File: src/rtl/mos6502_fetch_if.sv
// Memory read bus between the 6502 fetch unit and program memory.
// Signal names keep the fetch unit's point of view (_o driven by it, _i driven by memory).
interface mos6502_fetch_if;
  logic [15:0] mem_addr_o;
  logic        mem_rd_o;
  logic [7:0]  mem_data_i;
  logic        mem_ready_i;

  modport master (
    output mem_addr_o,
    output mem_rd_o,
    input  mem_data_i,
    input  mem_ready_i
  );

  modport slave (
    input  mem_addr_o,
    input  mem_rd_o,
    output mem_data_i,
    output mem_ready_i
  );
endinterface

File: src/rtl/mos6502_fetch.sv
// 6502 instruction fetch unit: reads the opcode, lets the decoder classify it,
// then reads 0-2 operand bytes and pulses insn_valid_o once the instruction is complete.
module mos6502_fetch #(
  parameter logic [15:0] RESET_PC = 16'h0000
) (
  input  logic                   clk_i,
  input  logic                   rst_ni,
  input  logic                   fetch_start_i,
  input  logic                   pc_load_i,
  input  logic [15:0]            pc_load_value_i,
  mos6502_fetch_if.master        mem_bus,
  output logic [7:0]             instruction_o,
  input  logic [10:0]            addr_mode_i,
  output logic [7:0]             operand_lo_o,
  output logic [7:0]             operand_hi_o,
  output logic [15:0]            pc_o,
  output logic                   insn_valid_o,
  output logic                   busy_o
);

  // One-hot addressing-mode bit positions as delivered by the decoder.
  localparam int unsigned M_XIND = 9;
  localparam int unsigned M_ABSX = 8;
  localparam int unsigned M_ABSY = 7;
  localparam int unsigned M_ABS  = 6;
  localparam int unsigned M_HASH = 5;
  localparam int unsigned M_INDY = 4;
  localparam int unsigned M_IND  = 3;
  localparam int unsigned M_REL  = 2;
  localparam int unsigned M_ZPGX = 1;
  localparam int unsigned M_ZPG  = 0;

  typedef enum logic [2:0] {
    S_IDLE,
    S_OPCODE,
    S_DECODE,
    S_OPER_LO,
    S_OPER_HI,
    S_DONE
  } state_e;

  state_e      state_q, state_d;
  logic [15:0] pc_q, pc_d;
  logic [15:0] pc_inc;
  logic [7:0]  insn_q, insn_d;
  logic [7:0]  op_lo_q, op_lo_d;
  logic [7:0]  op_hi_q, op_hi_d;
  logic        two_q, two_d;
  logic        valid_q;
  logic        busy_q;
  logic        rd_q;
  logic        need_two;
  logic        need_one;

  assign pc_inc = pc_q + 16'd1;

  assign need_two = addr_mode_i[M_ABS] | addr_mode_i[M_ABSX] |
                    addr_mode_i[M_ABSY] | addr_mode_i[M_IND];
  assign need_one = addr_mode_i[M_HASH] | addr_mode_i[M_ZPG] | addr_mode_i[M_ZPGX] |
                    addr_mode_i[M_XIND] | addr_mode_i[M_INDY] | addr_mode_i[M_REL];

  // NOTE: every always_comb output gets a default first so no path can infer a latch.
  always_comb begin
    state_d = state_q;
    pc_d    = pc_q;
    insn_d  = insn_q;
    op_lo_d = op_lo_q;
    op_hi_d = op_hi_q;
    two_d   = two_q;
    case (state_q)
      S_IDLE: begin
        if (pc_load_i)     pc_d    = pc_load_value_i;
        if (fetch_start_i) state_d = S_OPCODE;
      end
      S_OPCODE: begin
        if (mem_bus.mem_ready_i) begin
          insn_d  = mem_bus.mem_data_i;
          pc_d    = pc_inc;
          state_d = S_DECODE;
        end
      end
      S_DECODE: begin
        two_d = need_two;
        if (need_two) begin
          state_d = S_OPER_LO;
        end else if (need_one) begin
          op_hi_d = 8'h00;
          state_d = S_OPER_LO;
        end else begin
          op_lo_d = 8'h00;
          op_hi_d = 8'h00;
          state_d = S_DONE;
        end
      end
      S_OPER_LO: begin
        if (mem_bus.mem_ready_i) begin
          op_lo_d = mem_bus.mem_data_i;
          pc_d    = pc_inc;
          state_d = two_q ? S_OPER_HI : S_DONE;
        end
      end
      S_OPER_HI: begin
        if (mem_bus.mem_ready_i) begin
          op_hi_d = mem_bus.mem_data_i;
          pc_d    = pc_inc;
          state_d = S_DONE;
        end
      end
      S_DONE:  state_d = S_IDLE;
      default: state_d = S_IDLE;
    endcase
  end

  // Status outputs are registered from the next state so they line up with state_q.
  // NOTE: sequential state uses non-blocking assignments so all registers update together.
  always_ff @(posedge clk_i or negedge rst_ni) begin
    if (!rst_ni) begin
      state_q <= S_IDLE;
      pc_q    <= RESET_PC;
      insn_q  <= 8'hEA;
      op_lo_q <= 8'h00;
      op_hi_q <= 8'h00;
      two_q   <= 1'b0;
      valid_q <= 1'b0;
      busy_q  <= 1'b0;
      rd_q    <= 1'b0;
    end else begin
      state_q <= state_d;
      pc_q    <= pc_d;
      insn_q  <= insn_d;
      op_lo_q <= op_lo_d;
      op_hi_q <= op_hi_d;
      two_q   <= two_d;
      valid_q <= (state_d == S_DONE);
      busy_q  <= (state_d != S_IDLE);
      rd_q    <= (state_d == S_OPCODE) || (state_d == S_OPER_LO) || (state_d == S_OPER_HI);
    end
  end

  assign mem_bus.mem_addr_o = pc_q;
  assign mem_bus.mem_rd_o   = rd_q;
  assign instruction_o      = insn_q;
  assign operand_lo_o       = op_lo_q;
  assign operand_hi_o       = op_hi_q;
  assign pc_o               = pc_q;
  assign insn_valid_o       = valid_q;
  assign busy_o             = busy_q;

endmodule

File: src/flat_wrapper.sv
// flat-port wrapper written by rule: the top's interface ports become plain ports
module mos6502_fetch_flat 
#(
  parameter logic [15:0] RESET_PC = 16'h0000
)
  (clk_i, rst_ni, fetch_start_i, pc_load_i, pc_load_value_i, instruction_o, addr_mode_i, operand_lo_o, operand_hi_o, pc_o, insn_valid_o, busy_o, mem_bus_mem_addr_o, mem_bus_mem_rd_o, mem_bus_mem_data_i, mem_bus_mem_ready_i);
  mos6502_fetch_if mem_bus_i ();
  input  logic clk_i;
  input  logic rst_ni;
  input  logic fetch_start_i;
  input  logic pc_load_i;
  input  logic [15:0] pc_load_value_i;
  output logic [7:0] instruction_o;
  input  logic [10:0] addr_mode_i;
  output logic [7:0] operand_lo_o;
  output logic [7:0] operand_hi_o;
  output logic [15:0] pc_o;
  output logic insn_valid_o;
  output logic busy_o;
  output wire logic [$bits(mem_bus_i.mem_addr_o)-1:0] mem_bus_mem_addr_o;
  output wire logic [$bits(mem_bus_i.mem_rd_o)-1:0] mem_bus_mem_rd_o;
  input wire logic [$bits(mem_bus_i.mem_data_i)-1:0] mem_bus_mem_data_i;
  input wire logic [$bits(mem_bus_i.mem_ready_i)-1:0] mem_bus_mem_ready_i;
  assign mem_bus_mem_addr_o = mem_bus_i.mem_addr_o;
  assign mem_bus_mem_rd_o = mem_bus_i.mem_rd_o;
  assign mem_bus_i.mem_data_i = mem_bus_mem_data_i;
  assign mem_bus_i.mem_ready_i = mem_bus_mem_ready_i;
  mos6502_fetch #(.RESET_PC(RESET_PC)) u_core (.clk_i(clk_i), .rst_ni(rst_ni), .fetch_start_i(fetch_start_i), .pc_load_i(pc_load_i), .pc_load_value_i(pc_load_value_i), .mem_bus(mem_bus_i), .instruction_o(instruction_o), .addr_mode_i(addr_mode_i), .operand_lo_o(operand_lo_o), .operand_hi_o(operand_hi_o), .pc_o(pc_o), .insn_valid_o(insn_valid_o), .busy_o(busy_o));
endmodule
File: config.mk
export PLATFORM = sky130hd
export DESIGN_NAME = mos6502_fetch_flat
export DESIGN_NICKNAME = d
export VERILOG_FILES = /design/src/rtl/mos6502_fetch_if.sv /design/src/rtl/mos6502_fetch.sv /design/src/flat_wrapper.sv
export SDC_FILE = /design/constraint.sdc
export NUM_CORES = 1
export LEC_CHECK = 0
export CORE_UTILIZATION = 45
export CTS_BUF_LIST = sky130_fd_sc_hd__clkbuf_4 sky130_fd_sc_hd__clkbuf_8
export DETAILED_ROUTE_END_ITERATION = 7
export PLACE_DENSITY = 0.84
export SYNTH_ARGS = -nofsm -noshare
export SYNTH_HDL_FRONTEND = slang
export SYNTH_SLANG_ARGS = --single-unit
File: constraint.sdc
create_clock -name clk_i -period 2.05 [get_ports clk_i]
set_input_delay 0.3075 -clock clk_i [delete_from_list [all_inputs] [get_ports clk_i]]
set_output_delay 0.3075 -clock clk_i [all_outputs]
set_load 0.05 [all_outputs]
* Yosys cells after proc, flatten, opt, wreduce, memory -nomap -nowiden
Index checks and enable logic that the tools add are counted.
** Storage, ports and cells
- Flip-flop bits (word level) :: 47
- Input bits :: 40
- Output and inout bits :: 59
- Word-level logic and storage cells :: 61
** Cells by class
- $add $sub $neg :: 1
- Eq/ne operators :: 14
- Multiplexer cells :: 17
- Bitwise logic cells :: 8
- Reductions and logical operators :: 12
** Operators with widths (count)
- $mux W16 :: 2
- $mux W8 :: 4
- $pmux W16 S2 :: 1
- $pmux W8 S2 :: 2
- $mux W3 :: 6
- $add A16 B1 Y16 const B :: 1
- $pmux W3 S5 :: 1
- $ne A2 B2 Y1 const B :: 5
- $eq A3 B2 Y1 const B :: 3
- $eq A3 B3 Y1 const B :: 3
- $or A1 B1 Y1 :: 8
- $eq A3 B1 Y1 const B :: 2
- $reduce_and A3 Y1 :: 2
- $reduce_bool A2 Y1 :: 3
- $reduce_and A4 Y1 :: 1
- $logic_not A3 Y1 :: 1
- $reduce_bool A3 Y1 :: 1
- $reduce_or A3 Y1 :: 1
- $logic_or A1 B1 Y1 :: 2
- $ne A2 B1 Y1 const B :: 1
- $reduce_and A2 Y1 :: 1
- $mux W1 :: 1

* Depth between registers and ports, before layout
Gate-level depths: netlist of the first run.
- Word-level depth :: 11
- Depth in mapped cells :: 7
- Mapped depth without buffers :: 5

* Worst setup path after synthesis of the first run
Ideal clock, no wire load.
- Path type :: reg2reg
- From :: register u_core.pc_q[0] (netlist: u_core.mem_bus.mem_addr_o[0])
- To :: register u_core.pc_q[14] (netlist: u_core.mem_bus.mem_addr_o[14])
- Setup time :: 0.128 ns
- Arrival time :: 1.896 ns
- Required time :: 1.922 ns
- Slack :: 0.026 ns
- Stages on the path, launching flop included :: 7
- Path buffers :: 1
- Period minus slack after synthesis :: 2.024 ns
- Cell sequence :: dfrtp_1 -> ha_1 -> and4_1 -> clkbuf_1 -> nand4_1 -> o32ai_1 -> a2bb2oi_1
** Between the ends
- Word-level cells in the longest chain between the ends :: 3
** Ends and longest elaborated chain
- from (decl) :: line mos6502_fetch.sv:43 : logic [15:0] pc_q, pc_d;
- from (signal assigned) :: line mos6502_fetch.sv:129 : pc_q <= pc_d;
- $add A16 B1 Y16 :: line mos6502_fetch.sv:55 : assign pc_inc = pc_q + 16'd1;
- $mux W16 :: line mos6502_fetch.sv:76, mos6502_fetch.sv:96, mos6502_fetch.sv:103
- $pmux W16 S2 :: line mos6502_fetch.sv:70 : case (state_q)
No other way between the ends. The select of a mux whose other input is x is not followed.
A chain may end at the register's enable or synchronous reset.

* Final worst setup path of the first run
- From :: register u_core.pc_q[5] (netlist: u_core.mem_bus.mem_addr_o[5])
- To :: output port mem_bus_mem_addr_o[5]
** RTL lines
- to (decl) :: line flat_wrapper.sv:20 : output wire logic [$bits(mem_bus_i.mem_addr_o)-1:0] mem_bus_mem_addr_o;
No word-level cell between the ends.

==> flow_metrics.py, run 1 <==
metrics = {
    "floorplan": {
        "design.portCount": 99,
        "row_count": 27,
        "die_area_sq_mm": 0.00604,
        "start_util_pct": 46.9,
        "coreArea_sq_mm": 0.00551,
        "die-width_um": 77.7,
        "die_height_um": 77.7,
    },
    "timing": {
        "final-hold-violation-count": 0,
        "slew_headroom_pct": 43.4,
        "totalNegativeSetupSlack_ns": 0,
        "final-max-slew-violation-count": 0,
        "fin_skew_ns": 0.00489,
        "setup_viol": 0,
        "fin_crit_sh_pct": 95.6,
        "finalCriticalPeriod_ns": 1.96,
        "worstMarginPinSlew_ns": 0.849,
        "fmax_ghz": 0.510,
        "grt_setup_unrepaired": "no",
    },
    "cells_and_area": {
        "final_layout_net_count": 374,
        "diodes": 0,
        "drive_gt1_share_pct": 14.4,
        "layout_commonest_cell": "clkdlybuf4s50_1",
        "multi_input_combinational_cell_area_sq_mm": 0.00112,
        "post-route-cell-area_sq_mm": 0.00366,
        "mostFrequentLayoutCells": "clkdlybuf4s50_1, dfrtp_1, nand2_1, a21oi_1, buf_4",
        "area.growth.synth_to_final_pct": 41.7,
        "nFillCells": 455,
        "final-seq-area_sq_mm": 0.00118,
    },
    "logic_synthesis": {
        "synthesis.instances": 246,
        "synth_area_in_xor_xnor_pct": 0.339,
        "yosys_warnings": 0,
        "synth-main-ff-cell": "dfrtp_1",
        "synthSimpleGateAreaFrac_pct": 15.5,
        "synth.avg_cell_area_sq_um": 10.5,
        "synthAdderAreaFrac_pct": 0.485,
        "post_synth_mux_area_share_pct": 7.76,
        "ys_async_sr_fraction_pct": 100,
        "synth_compound_area_share_pct": 19.4,
        "mappedNetlistArea_sq_mm": 0.00258,
        "synth-seq-area-share_pct": 45.8,
        "synthesis_stage_register_bit_count": 47,
        "synthesis.nets": 287,
        "synth_enable_flop_cells": 0,
        "dominant_combinational_cell_family_by_area_after_synthesis": "compound AO/OA/AOI/OAI gates",
        "synth_cell_types": 53,
    },
    "global_route": {
        "grt_antenna_before_repair": 0,
        "vias_in_the_first_global_route": 2255,
        "global_route.overflow_total": 0,
        "gr-usage-all-layers_pct": 22.3,
        "first_pass_grt_wire_length_um": 10700,
        "grt_start_max_net_pins": 39,
    },
    "worst_setup_path": {
        "worst_r2r_endpoint": "u_core.mem_bus.mem_addr_o[13]",
        "worst-path-buf-inv": 1,
        "r2r_slack_ns": 0.27,
        "worst_path_dominant_cell_family": "buffers and inverters",
        "cp_cell_sequence": "clkdlybuf4s50_1",
        "arrival_worst_endpoint_ns": 1.65,
        "crit_path_max_incr_delay_ns": 0.85,
        "critPathKind": "reg2out",
        "worstSetupStartpointType": "flip-flop",
        "crit_required_ns": 1.74,
        "crit_path_end_kind": "primary output",
        "reg2regPathDepth": 5,
        "reg2reg_from": "u_core.state_q[2]",
        "worst_path_max_delay_cell": "clkdlybuf4s50_1",
        "path_max_fanout": 9,
    },
    "detailed_routing": {
        "postRouteWirelength_um": 6350,
        "post_drt_wl_per_cell_um": 15.6,
        "drt-pass1-iter-count": 4,
        "routed-via-count": 2254,
        "detail-route-antenna-nets": 0,
        "drc": 0,
        "routed_via_density": 5.55,
        "drt-initial-drc-count": 116,
    },
    "clocking": {
        "cts.sinks": 47,
        "hold_buffers": 0,
        "clk_pin_slew_ns": 0.09,
        "clockBufferDepth": 2,
        "cts.htree.levels": 2,
        "clockRootBuffer": "clkbuf_8",
        "cts_tree": "yes",
        "clk-insertion-delay-late_ns": 0.30,
        "cts-resized-gates": 0,
        "cts_setup_buffers": 0,
        "tritoncts.num_buffers": 5,
    },
    "status": {
        "status": "finished, final reports clean",
    },
    "placement": {
        "dpl.hpwl_um": 4710,
        "placed_cell_area_sq_mm": 0.00352,
        "port_buffers": 97,
        "globalplace.congestion": 0.854,
    },
    "hold_path": {
        "timing.hold.worst.class": "in2async",
    },
    "job": {
        "maxCapViolCount": 0,
    },
}
[sequential cells by signal (all words and copies together) (netlist names)]
| signal | flops |
|---|---|
| u_core.instruction_o | 8 |
| u_core.operand_hi_o | 8 |
| u_core.mem_bus.mem_rd_o | 1 |
| u_core.mem_bus.mem_addr_o | 16 |
| u_core.insn_valid_o | 1 |
| u_core.state_q | 3 |
| u_core.busy_o | 1 |
| u_core.operand_lo_o | 8 |
| u_core.two_q | 1 |
[logic make-up after synthesis]
logic type               count (synthesis)
XOR/XNOR                                 1
AND/OR/NAND/NOR                         66
AO/OA/AOI/OAI                           68
buffers and inverters                   44
adder cells (fa/ha/maj)                  1
flip-flops                              47
multiplexers                            19
[cell type report]
class	count	area share, %
inverter	12	1.23
tap	72	2.46
clock buffer	5	1.88
timing repair buffer	112	29.5
clock inverter	3	1.95
multi-input combinational	155	30.7
sequential	47	32.3
[cells in the mapped netlist (2+ instances only)]
cell,n,share of area (%)
dfrtp_1,42,41
buf_4,22,6.4
nand2_1,21,3.1
a21oi_1,15,2.9
inv_1,12,1.7
mux2i_1,11,4.3
a22o_1,8,2.7
mux2_2,8,3.5
nand3_1,7,1.4
a2bb2oi_1,6,2.0
nor3_1,6,1.2
o22ai_1,6,1.5
buf_2,5,0.97
dfstp_2,5,5.1
o22a_1,5,1.7
a31oi_1,4,0.97
nand4_1,4,0.97
nor2_1,4,0.58
o21a_1,4,1.2
o21ai_0,4,0.78
and2_1,3,0.73
buf_6,3,1.3
o211ai_1,3,0.87
and3_1,2,0.48
and4_1,2,0.68
clkbuf_1,2,0.29
nand2b_1,2,0.48
nor3b_1,2,0.58
o211ai_2,2,0.97
o21ai_1,2,0.39
or2_1,2,0.48
[worst max-delay path by stage]
stage                                             from                             to  slack (ns)  cells after the start
after global routing      u_core.mem_bus.mem_addr_o[5]          mem_bus_mem_addr_o[5]        0.02                      1
after global placement                  addr_mode_i[8]         u_core.operand_lo_o[0]        0.06                      5
after detailed placement                addr_mode_i[8]         u_core.operand_lo_o[3]        0.02                      5
after floorplan           u_core.mem_bus.mem_addr_o[0]  u_core.mem_bus.mem_addr_o[14]        0.03                      6
final                     u_core.mem_bus.mem_addr_o[5]          mem_bus_mem_addr_o[5]        0.09                      1
after CTS                      u_core.instruction_o[5]               instruction_o[5]        0.07                      1
[routing by layer]
metal	wire, um	GRT usage [%]	vias to the layer above	part of all wire [%]
met3	606	7.65	10	9.5
met1	2540	26.4	1085	40
met4	58	6.04	0	0.91
li1	-	-	1053	-
met5	0	0	-	0
met2	3140	38.5	106	49
[metrics by stage]
stage | utilization (%) | std cells | worst slack [ns] | hold WS, ns
2_1_floorplan | - | 246 | 0.0256 | 0.0119
3_3_place_gp | 63.9 | 398 | 0.0624 | 0.460
3_5_place_dp | 63.9 | 398 | 0.0160 | 0.463
4_1_cts | 66.4 | 406 | 0.0747 | 0.122
5_1_grt | 66.4 | 406 | 0.0160 | 0.161
6_report | 66.4 | 406 | 0.0908 | 0.104
Power of run 1 is not shown: default switching activity piles up to over one toggle a cycle in this logic, so the estimate is an artifact.
==> inputs of run 2 (changes only) <==
--- a/config.mk
+++ b/config.mk
@@ -5,6 +5,7 @@
 export SDC_FILE = /design/constraint.sdc
 export NUM_CORES = 1
 export LEC_CHECK = 0
+export CAP_MARGIN = 30
 export CORE_UTILIZATION = 45
 export CTS_BUF_LIST = sky130_fd_sc_hd__clkbuf_4 sky130_fd_sc_hd__clkbuf_8
 export DETAILED_ROUTE_END_ITERATION = 7
==> results of run 2 <==
Final layout, timing and power as in run 1 (identical DEF).
Power of run 2 is left out for the same reason.
==> inputs of run 3 (changes only) <==
--- a/config.mk
+++ b/config.mk
@@ -6,6 +6,7 @@
 export NUM_CORES = 1
 export LEC_CHECK = 0
 export CAP_MARGIN = 30
+export CORE_MARGIN = 4
 export CORE_UTILIZATION = 45
 export CTS_BUF_LIST = sky130_fd_sc_hd__clkbuf_4 sky130_fd_sc_hd__clkbuf_8
 export DETAILED_ROUTE_END_ITERATION = 7
==> run 3 against run 2 <==
Compared with the run above:
- global-route usage shrank 3.7 points
- register-to-register slack about the same
- die area increased by 16%
- via count is 2.0% lower
- clock skew grew 0.0028 ns
- core utilization up 0.16 points
- clock-buffer cell count stayed put
- sequential cell count stayed put
- design area grew 0.85%
- non-clock buffer count up 3
- routed wire length up 4.6%
- largest cell class unchanged
==> flow_metrics.py, run 3 (synthesis gave the netlist of run 1 again) <==
metrics = {
    "status": {
        "status": "finished, final reports clean",
    },
    "floorplan": {
        "die-width_um": 83.7,
        "coreArea_sq_mm": 0.00554,
        "die_area_sq_mm": 0.00701,
        "die_height_um": 83.7,
        "start_util_pct": 46.6,
        "design.portCount": 99,
        "row_count": 27,
    },
    "clocking": {
        "clockBufferDepth": 2,
        "clk-insertion-delay-late_ns": 0.30,
        "clk_pin_slew_ns": 0.08,
        "tritoncts.num_buffers": 5,
        "cts_setup_buffers": 0,
        "clockRootBuffer": "clkbuf_8",
        "cts.htree.levels": 2,
        "cts-resized-gates": 0,
        "cts.sinks": 47,
        "hold_buffers": 0,
        "cts_tree": "yes",
    },
    "worst_setup_path": {
        "cp_cell_sequence": "clkdlybuf4s50_1",
        "r2r_slack_ns": 0.28,
        "reg2regPathDepth": 5,
        "crit_path_max_incr_delay_ns": 0.86,
        "crit_path_end_kind": "primary output",
        "critPathKind": "reg2out",
        "arrival_worst_endpoint_ns": 1.66,
        "crit_required_ns": 1.74,
        "worst_path_dominant_cell_family": "buffers and inverters",
        "worst_path_max_delay_cell": "clkdlybuf4s50_1",
        "reg2reg_from": "u_core.state_q[1]",
        "worstSetupStartpointType": "flip-flop",
        "path_max_fanout": 9,
        "worst_r2r_endpoint": "u_core.mem_bus.mem_addr_o[7]",
        "worst-path-buf-inv": 1,
    },
    "placement": {
        "dpl.hpwl_um": 4940,
        "port_buffers": 97,
        "globalplace.congestion": 0.799,
    },
    "timing": {
        "fmax_ghz": 0.507,
        "fin_crit_sh_pct": 96.1,
        "worstMarginPinSlew_ns": 0.705,
        "final-hold-violation-count": 0,
        "slew_headroom_pct": 53.0,
        "setup_viol": 0,
        "finalCriticalPeriod_ns": 1.97,
        "fin_skew_ns": 0.00771,
        "final-max-slew-violation-count": 0,
        "grt_setup_unrepaired": "no",
        "totalNegativeSetupSlack_ns": 0,
    },
    "cells_and_area": {
        "diodes": 0,
        "mostFrequentLayoutCells": "clkdlybuf4s50_1, dfrtp_1, nand2_1, buf_4, a21oi_1",
        "final_layout_net_count": 377,
        "layout_commonest_cell": "clkdlybuf4s50_1",
        "area.growth.synth_to_final_pct": 42.9,
        "drive_gt1_share_pct": 15.1,
        "flip_flop_count_of_the_largest_register_all_copies_and_words_added": 16,
    },
    "hold_path": {
        "timing.hold.worst.class": "in2async",
    },
    "global_route": {
        "vias_in_the_first_global_route": 2250,
        "grt_start_max_net_pins": 33,
        "gr-usage-all-layers_pct": 18.6,
        "global_route.overflow_total": 0,
        "first_pass_grt_wire_length_um": 10800,
        "grt_antenna_before_repair": 0,
    },
    "detailed_routing": {
        "detail-route-antenna-nets": 0,
        "routed-via-count": 2208,
        "post_drt_wl_per_cell_um": 16.2,
        "drt-initial-drc-count": 75,
        "routed_via_density": 5.40,
        "drt-pass1-iter-count": 4,
        "postRouteWirelength_um": 6640,
        "drc": 0,
    },
    "job": {
        "maxCapViolCount": 0,
    },
}
-- run 3: worst reg2reg max path, stage by stage (launching register included) --
cell and delay [ns]:
dfrtp_1 0.50, nor3b_2 0.29, buf_4 0.25, o211ai_1 0.20, o22ai_1 0.19, o2bb2a_1 0.24
-- run 3: stage by stage --
step | utilization (%) | worst slack, ns | area [sq um] | std cells | hold WS, ns
floorplan | - | 0.0256 | 2580 | 246 | 0.0119
global placement | 64.1 | 0.0891 | 3550 | 401 | 0.393
detailed placement | 64.1 | 0.0437 | 3550 | 401 | 0.399
CTS | 66.6 | 0.0646 | 3690 | 409 | 0.0725
global route | 66.6 | 0.00915 | 3690 | 409 | 0.0913
finish | 66.6 | 0.0795 | 3690 | 409 | 0.0510
-- run 3: layout make-up --
class,count,area [sq um]
fill,425,1850
sequential,47,1180
multi-input combinational,155,1120
timing repair buffer,115,1110
tap,72,90.1
clock buffer,5,68.8
clock inverter,3,67.6
inverter,12,45.0
-- run 3: worst max-delay path by stage --
stage                                      start                             to  slack [ns]  cells after the start
CTS                 u_core.mem_bus.mem_addr_o[5]                        pc_o[5]        0.06                      1
floorplan           u_core.mem_bus.mem_addr_o[0]  u_core.mem_bus.mem_addr_o[14]        0.03                      6
global route        u_core.mem_bus.mem_addr_o[5]          mem_bus_mem_addr_o[5]       0.009                      1
global placement                  addr_mode_i[8]         u_core.operand_lo_o[0]        0.09                      5
finish              u_core.mem_bus.mem_addr_o[5]                        pc_o[5]        0.08                      1
detailed placement                addr_mode_i[8]         u_core.operand_lo_o[3]        0.04                      5
-- run 3: per-layer routing --
layer	global-route usage, %	share of wire [%]	wire [um]
met1	22.4	43	2830
met2	31.1	46	3070
met3	7.11	9.9	660
met4	5.12	1.2	81
met5	0	0	0
Power of run 3 is left out for the same reason.
